File: config.mk
export PLATFORM = sky130hd
export DESIGN_NAME = div_fu_ctrl
export DESIGN_NICKNAME = d
export VERILOG_FILES = /design/src/rtl/div_fu_ctrl.sv
export SDC_FILE = /design/constraint.sdc
export NUM_CORES = 1
export LEC_CHECK = 0
export CORE_AREA = 2 2 161 163
export DETAILED_ROUTE_END_ITERATION = 12
export DIE_AREA = 0 0 163 165
export PLACE_DENSITY = 0.78
export SETUP_SLACK_MARGIN = 0.05
export SLEW_MARGIN = 20
export SYNTH_ARGS = -nofsm -noshare
export SYNTH_HDL_FRONTEND = slang
export SYNTH_SLANG_ARGS = --single-unit
File: constraint.sdc
create_clock -name clk -period 2.6 [get_ports clk]
set_input_delay 0.26 -clock clk [delete_from_list [all_inputs] [get_ports clk]]
set_output_delay 0.26 -clock clk [all_outputs]
set_load 0.02 [all_outputs]
File: src/rtl/div_fu_ctrl.sv
// div_fu_ctrl
// Controller between the divide reservation station and an iterative
// 64-bit divider. It accepts one tagged op at a time and resolves the RISC-V
// special cases (x/0 and MIN/-1) locally. Every other op goes through the
// divider's valid/ready/yumi handshake. The result is held on the CDB until
// the arbiter grants it. A flush squashes the op and drains the divider.
//
// Optional feature: define DIV_FU_W_EN to honour issue_word_i (32-bit W ops).
//
// Ports
//   clk, reset                 clock, synchronous active-high reset
//   issue_valid_i/ready_o      op handshake from the reservation station
//   issue_tag_i                ROB tag of the op
//   issue_signed_i             1 = DIV, 0 = DIVU
//   issue_word_i               32-bit op (used only with DIV_FU_W_EN)
//   issue_a_i/issue_b_i        dividend/divisor
//   flush_i                    kill any op held in the unit
//   div_valid_o/div_ready_i    request handshake to the divider
//   div_signed_o               signed-divide select to the divider
//   div_dividend_o/divisor_o   registered operands to the divider
//   div_valid_i/div_quotient_i divider result
//   div_yumi_o                 result consumed by this unit
//   cdb_valid_o/cdb_grant_i    CDB broadcast request/grant
//   cdb_tag_o/cdb_data_o       broadcast tag and value
module div_fu_ctrl #(
    parameter int TAG_W = 6
) (
    input  logic             clk,
    input  logic             reset,
    input  logic             issue_valid_i,
    output logic             issue_ready_o,
    input  logic [TAG_W-1:0] issue_tag_i,
    input  logic             issue_signed_i,
    input  logic             issue_word_i,
    input  logic [63:0]      issue_a_i,
    input  logic [63:0]      issue_b_i,
    input  logic             flush_i,
    output logic             div_valid_o,
    input  logic             div_ready_i,
    output logic             div_signed_o,
    output logic [63:0]      div_dividend_o,
    output logic [63:0]      div_divisor_o,
    input  logic             div_valid_i,
    input  logic [63:0]      div_quotient_i,
    output logic             div_yumi_o,
    output logic             cdb_valid_o,
    input  logic             cdb_grant_i,
    output logic [TAG_W-1:0] cdb_tag_o,
    output logic [63:0]      cdb_data_o
);

    typedef enum logic [2:0] {IDLE, ISSUE, WAIT, DRAIN, WB} state_e;

    state_e           state_q;
    logic [TAG_W-1:0] tag_q;
    logic             signed_q;
    logic [63:0]      dividend_q;
    logic [63:0]      divisor_q;
    logic [63:0]      cdbData_q;

    logic        accept;
    logic        divHandshake;
    logic [63:0] opA;
    logic [63:0] opB;
    logic        isDivZero;
    logic        isOverflow;
    logic [63:0] specialResult;
    logic [63:0] quotientPost;

`ifdef DIV_FU_W_EN
    logic word_q;

    // W ops work on the low 32 bits, extended to 64 according to signedness,
    // and their result is the sign-extended low word.
    always_comb begin
        opA           = issue_a_i;
        opB           = issue_b_i;
        isDivZero     = (issue_b_i == 64'd0);
        isOverflow    = issue_signed_i && (issue_a_i == 64'h8000_0000_0000_0000)
                        && (issue_b_i == '1);
        specialResult = isDivZero ? 64'hFFFF_FFFF_FFFF_FFFF : 64'h8000_0000_0000_0000;
        if (issue_word_i) begin
            opA           = {{32{issue_a_i[31] & issue_signed_i}}, issue_a_i[31:0]};
            opB           = {{32{issue_b_i[31] & issue_signed_i}}, issue_b_i[31:0]};
            isDivZero     = (issue_b_i[31:0] == 32'd0);
            isOverflow    = issue_signed_i && (issue_a_i[31:0] == 32'h8000_0000)
                            && (issue_b_i[31:0] == 32'hFFFF_FFFF);
            specialResult = isDivZero ? 64'hFFFF_FFFF_FFFF_FFFF : 64'hFFFF_FFFF_8000_0000;
        end
        quotientPost = word_q ? {{32{div_quotient_i[31]}}, div_quotient_i[31:0]}
                              : div_quotient_i;
    end
`else
    logic unusedWord;
    assign unusedWord = issue_word_i;

    always_comb begin
        opA           = issue_a_i;
        opB           = issue_b_i;
        isDivZero     = (issue_b_i == 64'd0);
        isOverflow    = issue_signed_i && (issue_a_i == 64'h8000_0000_0000_0000)
                        && (issue_b_i == '1);
        specialResult = isDivZero ? 64'hFFFF_FFFF_FFFF_FFFF : 64'h8000_0000_0000_0000;
        quotientPost  = div_quotient_i;
    end
`endif

    // A flush in IDLE blocks the accept so a squashed op never enters.
    assign accept       = issue_valid_i && !flush_i;
    assign divHandshake = div_ready_i;

    always_ff @(posedge clk) begin
        if (reset) begin
            state_q    <= IDLE;
            tag_q      <= '0;
            signed_q   <= 1'b0;
            dividend_q <= '0;
            divisor_q  <= '0;
            cdbData_q  <= '0;
`ifdef DIV_FU_W_EN
            word_q     <= 1'b0;
`endif
        end else begin
            unique case (state_q)
                IDLE: begin
                    if (accept) begin
                        tag_q      <= issue_tag_i;
                        signed_q   <= issue_signed_i;
                        dividend_q <= opA;
                        divisor_q  <= opB;
`ifdef DIV_FU_W_EN
                        word_q     <= issue_word_i;
`endif
                        if (isDivZero || isOverflow) begin
                            cdbData_q <= specialResult;
                            state_q   <= WB;
                        end else begin
                            state_q <= ISSUE;
                        end
                    end
                end
                // If the divider took the op in the flush cycle it still
                // owes a result, so that result must be drained.
                ISSUE: begin
                    if (flush_i) begin
                        state_q <= divHandshake ? DRAIN : IDLE;
                    end else if (divHandshake) begin
                        state_q <= WAIT;
                    end
                end
                WAIT: begin
                    if (flush_i) begin
                        state_q <= div_valid_i ? IDLE : DRAIN;
                    end else if (div_valid_i) begin
                        cdbData_q <= quotientPost;
                        state_q   <= WB;
                    end
                end
                DRAIN: begin
                    if (div_valid_i) begin
                        state_q <= IDLE;
                    end
                end
                WB: begin
                    if (flush_i || cdb_grant_i) begin
                        state_q <= IDLE;
                    end
                end
                default: state_q <= IDLE;
            endcase
        end
    end

    assign issue_ready_o  = (state_q == IDLE);
    assign div_valid_o    = (state_q == ISSUE);
    assign div_signed_o   = signed_q;
    assign div_dividend_o = dividend_q;
    assign div_divisor_o  = divisor_q;
    // The result is consumed in the same cycle it is offered, whether it is kept or dropped.
    assign div_yumi_o     = ((state_q == WAIT) || (state_q == DRAIN)) && div_valid_i;
    assign cdb_valid_o    = (state_q == WB);
    assign cdb_tag_o      = tag_q;
    assign cdb_data_o     = cdbData_q;

endmodule

Yosys cells after proc, flatten, opt, wreduce, memory -nomap -nowiden. Index checks and enable logic that the tools add are counted.

Bits in registers: 202. Latch bits: 0. RAM bits: 0. ROM bits: 0. Input port bits: 207. Output and inout bits: 203. Logic and storage cells: 51. Memories: 0.

Add/sub/neg operators: 0. $mul: 0. Div/mod/pow operators: 0. Magnitude comparators: 0. Eq/ne operators: 14. Shift-type cells: 0. Multiplexer cells: 17. Bitwise gates (word level): 0. Reductions and logical operators: 14.

Operator list (count): two-way mux 64 bit (4); == test 64 bit (second input constant) (2); one-hot mux 64 bit (2 select lines) (1); zero test 64 bit (1); two-way mux 63 bit (1); two-way mux 3 bit (8); one-hot mux 3 bit (5 select lines) (1); AND reduction 5 bit (2); == test 3 x 2 -> 1 bit (second input constant) (2); != test 2 x 1 -> 1 bit (second input constant) (3); != test 2 bit (second input constant) (3); logical AND 1 bit (4); two-way mux 2 bit (2); == test 3 x 1 -> 1 bit (second input constant) (1); == test 3 bit (second input constant) (1); zero test 3 bit (1); logical OR 1 bit (3); != test 3 x 2 -> 1 bit (second input constant) (1); != test 3 bit (second input constant) (1); AND reduction 2 bit (1); nonzero test 2 bit (1); zero test 1 bit (1).

Longest topological paths before layout.
Depth in word-level cells: 7. Mapped depth: 9. Mapped depth without buffers: 7.

Worst setup path before layout. Ideal clock, no wire load.

Path type: in2reg. From: in issue_a_i[3]. To: reg cdbData_q[10], in the netlist cdb_data_o[10]. Setup time: 0.121 ns. Arrival: 2.507 ns. Data required time: 2.479 ns. Path slack: -0.029 ns. Cell stages on the path: 7. Path through: or4_1 or4_1 or4_4 nor4_4 nor2_4 buf_6 mux2_4.

Cells in the longest elaborated chain, start to end: 6.

Ends and longest elaborated chain: start, declared (line 35) `input logic [63:0] issue_a_i,`; == test 64 bit (line 101) `isOverflow = issue_signed_i && (issue_a_i == 64'h8000_0000_0000_0000)`; logical AND 1 bit (line 101); logical AND 1 bit (line 102) `&& (issue_b_i == '1);`; logical OR 1 bit (line 134) `if (isDivZero || isOverflow) begin`; != test 2 x 1 -> 1 bit (no line); AND reduction 5 bit (no line); end signal, assigned (line 135) `cdbData_q <= specialResult;`; end signal, assigned (line 155) `cdbData_q <= quotientPost;`; end, declared (line 59) `logic [63:0] cdbData_q;`.

No other way between the ends. A chain may end at the register's enable or synchronous reset.

Worst setup path in the final report.
From: in issue_a_i[3]. To: reg cdbData_q[42], in the netlist cdb_data_o[42].

The elaborated chain is that of the path after synthesis.

==> results.json <==
{
  "fin_worst_skew_ps": 21.45,
  "regArea_um2": 4044,
  "leakagePower_uw": 0.005549,
  "die_area_um2": 26900,
  "synth_area_um2": 8677,
  "tritoncts": "built",
  "avgSynthCellArea_um2": 8.272,
  "htreeDepth": 1,
  "synth_top_area_share": 0.4660,
  "start_util": 0.3466,
  "placedCellCount": 1778,
  "netlist_instances": 1049,
  "dpl.hpwl_um": 23410,
  "cts_made_buffers": 24,
  "power_density_nw_per_um2": 544.4,
  "slowest_stage": "or4_4",
  "drv_slew": 0,
  "drive_gt1_frac": 0.1371,
  "synthFlopType": "dfxtp_1",
  "firstDrtPassIters": 5,
  "yosys_warnings": 0,
  "synth_most_common_cell": "nand2_1",
  "area_growth_pct": 67.94,
  "met2_usage": 0.4014,
  "critical_path.most_common_cell": "or4_4",
  "drc": 0,
  "path_max_fanout": 8,
  "grt_pass1_vias": 9232,
  "die_h_um": 165,
  "hold_path.startpoint": "issue_b_i[62]",
  "synth_commonest_cells": "nand2_1 (340), dfxtp_1 (202), a21oi_1 (199), clkbuf_1 (68), nor2b_1 (66)",
  "clkTransAtPathRegs_ps": 60,
  "hold_depth": 3,
  "synth.distinct_cells": 38,
  "fillers": 2129,
  "use_met3": 0.07182,
  "ir_worst_vdd_mv": 0.4777,
  "cts_max_path_buffers": 3,
  "async_flop_share": 0,
  "worst_setup_path_start_kind": "input pin",
  "ys_ff_latch": 202,
  "hp-class": "input pin to register",
  "io_pins": 410,
  "met1_usage": 0.2634,
  "final_util": 0.5821,
  "rsz0062_at_grt": "yes",
  "totalWireLength_um": 32800,
  "yosysSeqAreaShare": 0.4660,
  "fp.dieW_um": 163,
  "ctsRootBufferMaster": "clkbuf_16",
  "clock_sinks": 202,
  "wl_per_cell_um": 17.89,
  "r2r-end": "cdb_data_o[42]",
  "grt-busiest-layer": "met2",
  "setup_viol": 0,
  "multiInputGateArea_um2": 4364,
  "nets": 1693,
  "period_share": 0.9620,
  "ant_nets": 0,
  "vias_per_cell": 5.017,
  "slew_headroom": 0.5380,
  "cp.required_ps": 3000,
  "yosys-top-cells-area": "dfxtp_1 (47%), nand2_1 (15%), a21oi_1 (11%)",
  "drv_cap": 0,
  "clkLatencyLatePin_ps": 530,
  "worst-setup-path-type": "input pin to register",
  "core_area_um2": 25040,
  "numPortBuffers": 408,
  "grt_pass1_wl_um": 49420,
  "hold_end": "div_divisor_o[62]",
  "tightestPinTransition_ps": 692.9,
  "cp-startpoint": "issue_a_i[3]",
  "fmax_mhz": 399.8,
  "cp.arrival_ps": 2900,
  "layoutNonFillerInstCount": 1834,
  "r2r_setup_slack_ps": 230,
  "grt.overflow.total": 0,
  "antenna_found_initial": 1,
  "period_minus_slack_ps": 2501,
  "synth_edf_count": 0,
  "num_vias": 9202,
  "max_stage_delay_ps": 530,
  "end_kind": "register",
  "grt_max_degree": 122,
  "regToRegStartpoint": "state_q[2]",
  "fin_hold_ws_ps": 46.04,
  "first_iter_violations": 677,
  "status": "finished clean",
  "synth_nets": 1256,
  "reg2regPathDepth": 9,
  "grt_usage": 0.2316,
  "num_rows": 58,
  "yosysTopAreaCell": "dfxtp_1",
  "hold_violations": 0,
  "gp_congestion": 0.9045,
  "crit_path_cell_trace": "buf_6, or4_4, or4_4, or4_4, nor4_4, nor2_4, buf_12, buf_12, mux2_4"
}
[cell type report]
cell class | instances | share of cell area
Antenna cell | 1 | 0.0001717
Inverter | 3 | 0.0007727
Sequential cell | 202 | 0.2775
Clock buffer | 32 | 0.04533
Tap cell | 330 | 0.02833
Timing Repair Buffer | 491 | 0.3398
Clock inverter | 11 | 0.008586
Multi-Input combinational cell | 764 | 0.2995
[power by group]
group / internal [µW] / total (µW) / switching [µW]
combinational: 671 / 1320 / 645
sequential: 3210 / 3270 / 58.6
clock: 1990 / 3350 / 1360
total: 5870 / 7930 / 2060
[worst max-delay path by stage]
stage	to	slack [ps]	cells past startpoint
2_1_floorplan	cdb_data_o[10]	-30	7
3_3_place_gp	cdb_data_o[23]	-620	8
3_5_place_dp	cdb_data_o[19]	-640	8
4_1_cts	cdb_data_o[37]	50	10
5_1_grt	cdb_data_o[35]	40	10
6_report	cdb_data_o[42]	100	9
[what timing repair did]
| action | CTS | global route |
|---|---|---|
| resized for setup | 30 | 13 |
| cloned | 3 | 1 |
| endpoints found under the setup margin | 63 | 63 |
| buffers inserted | 4 | 0 |
| endpoints found under the hold margin | 3 | 1 |
| pin swaps | 8 | 5 |
| hold buffers | 3 | 1 |
[critical path, delay by kind of cell]
kind                   cells  cell delay, ps
buffers and inverters      3             400
AND/OR/NAND/NOR            5            1940
multiplexers               1             290
[cells in the final DEF (no fill, tap or decap), drive strengths merged, types with 4 or more instances in the layout]
cell type / n
dlygate4sd3: 4
clkbuf: 35
a21oi: 199
or4: 4
nand4: 18
nor4: 31
nor2: 5
o21ai: 6
nand2: 340
buf: 80
clkinv: 7
mux2: 63
dfxtp: 202
clkdlybuf4s50: 395
dlymetal6s2s: 4
nor2b: 66
[registers in the layout, summed over array words and instances, names as in the netlist]
name and cells:
cdb_data_o 64, div_dividend_o 64, div_divisor_o 64, cdb_tag_o 6, state_q 3, div_signed_o 1
[cell families after synthesis]
group / share of synthesized area
and+or+nand+nor: 0.2598
AOI/OAI and AO/OA: 0.1257
DFF: 0.4660
buffers and inverters: 0.04109
muxes: 0.1073
[layer usage]
layer / vias to the layer above / part of all wire
met2: 396 / 0.48
met3: 90 / 0.095
met4: 0 / 0.042
li1: 4413 / -
met5: - / 0
met1: 4303 / 0.38
[through the flow]
stage / area [µm²] / setup TNS, ps / total power, µW / worst slack (ps)
detailed placement: 13510 / -39940 / 4610 / -636.8
global route: 14570 / 0 / 8216 / 40.52
finish: 14570 / 0 / 7933 / 98.68
global placement: 13510 / -39110 / 4593 / -618.0
CTS: 14490 / 0 / 7981 / 54.73
floorplan: 8677 / -1674 / 3823 / -28.78
No activity file was read; power rests on OpenSTA's default activity.
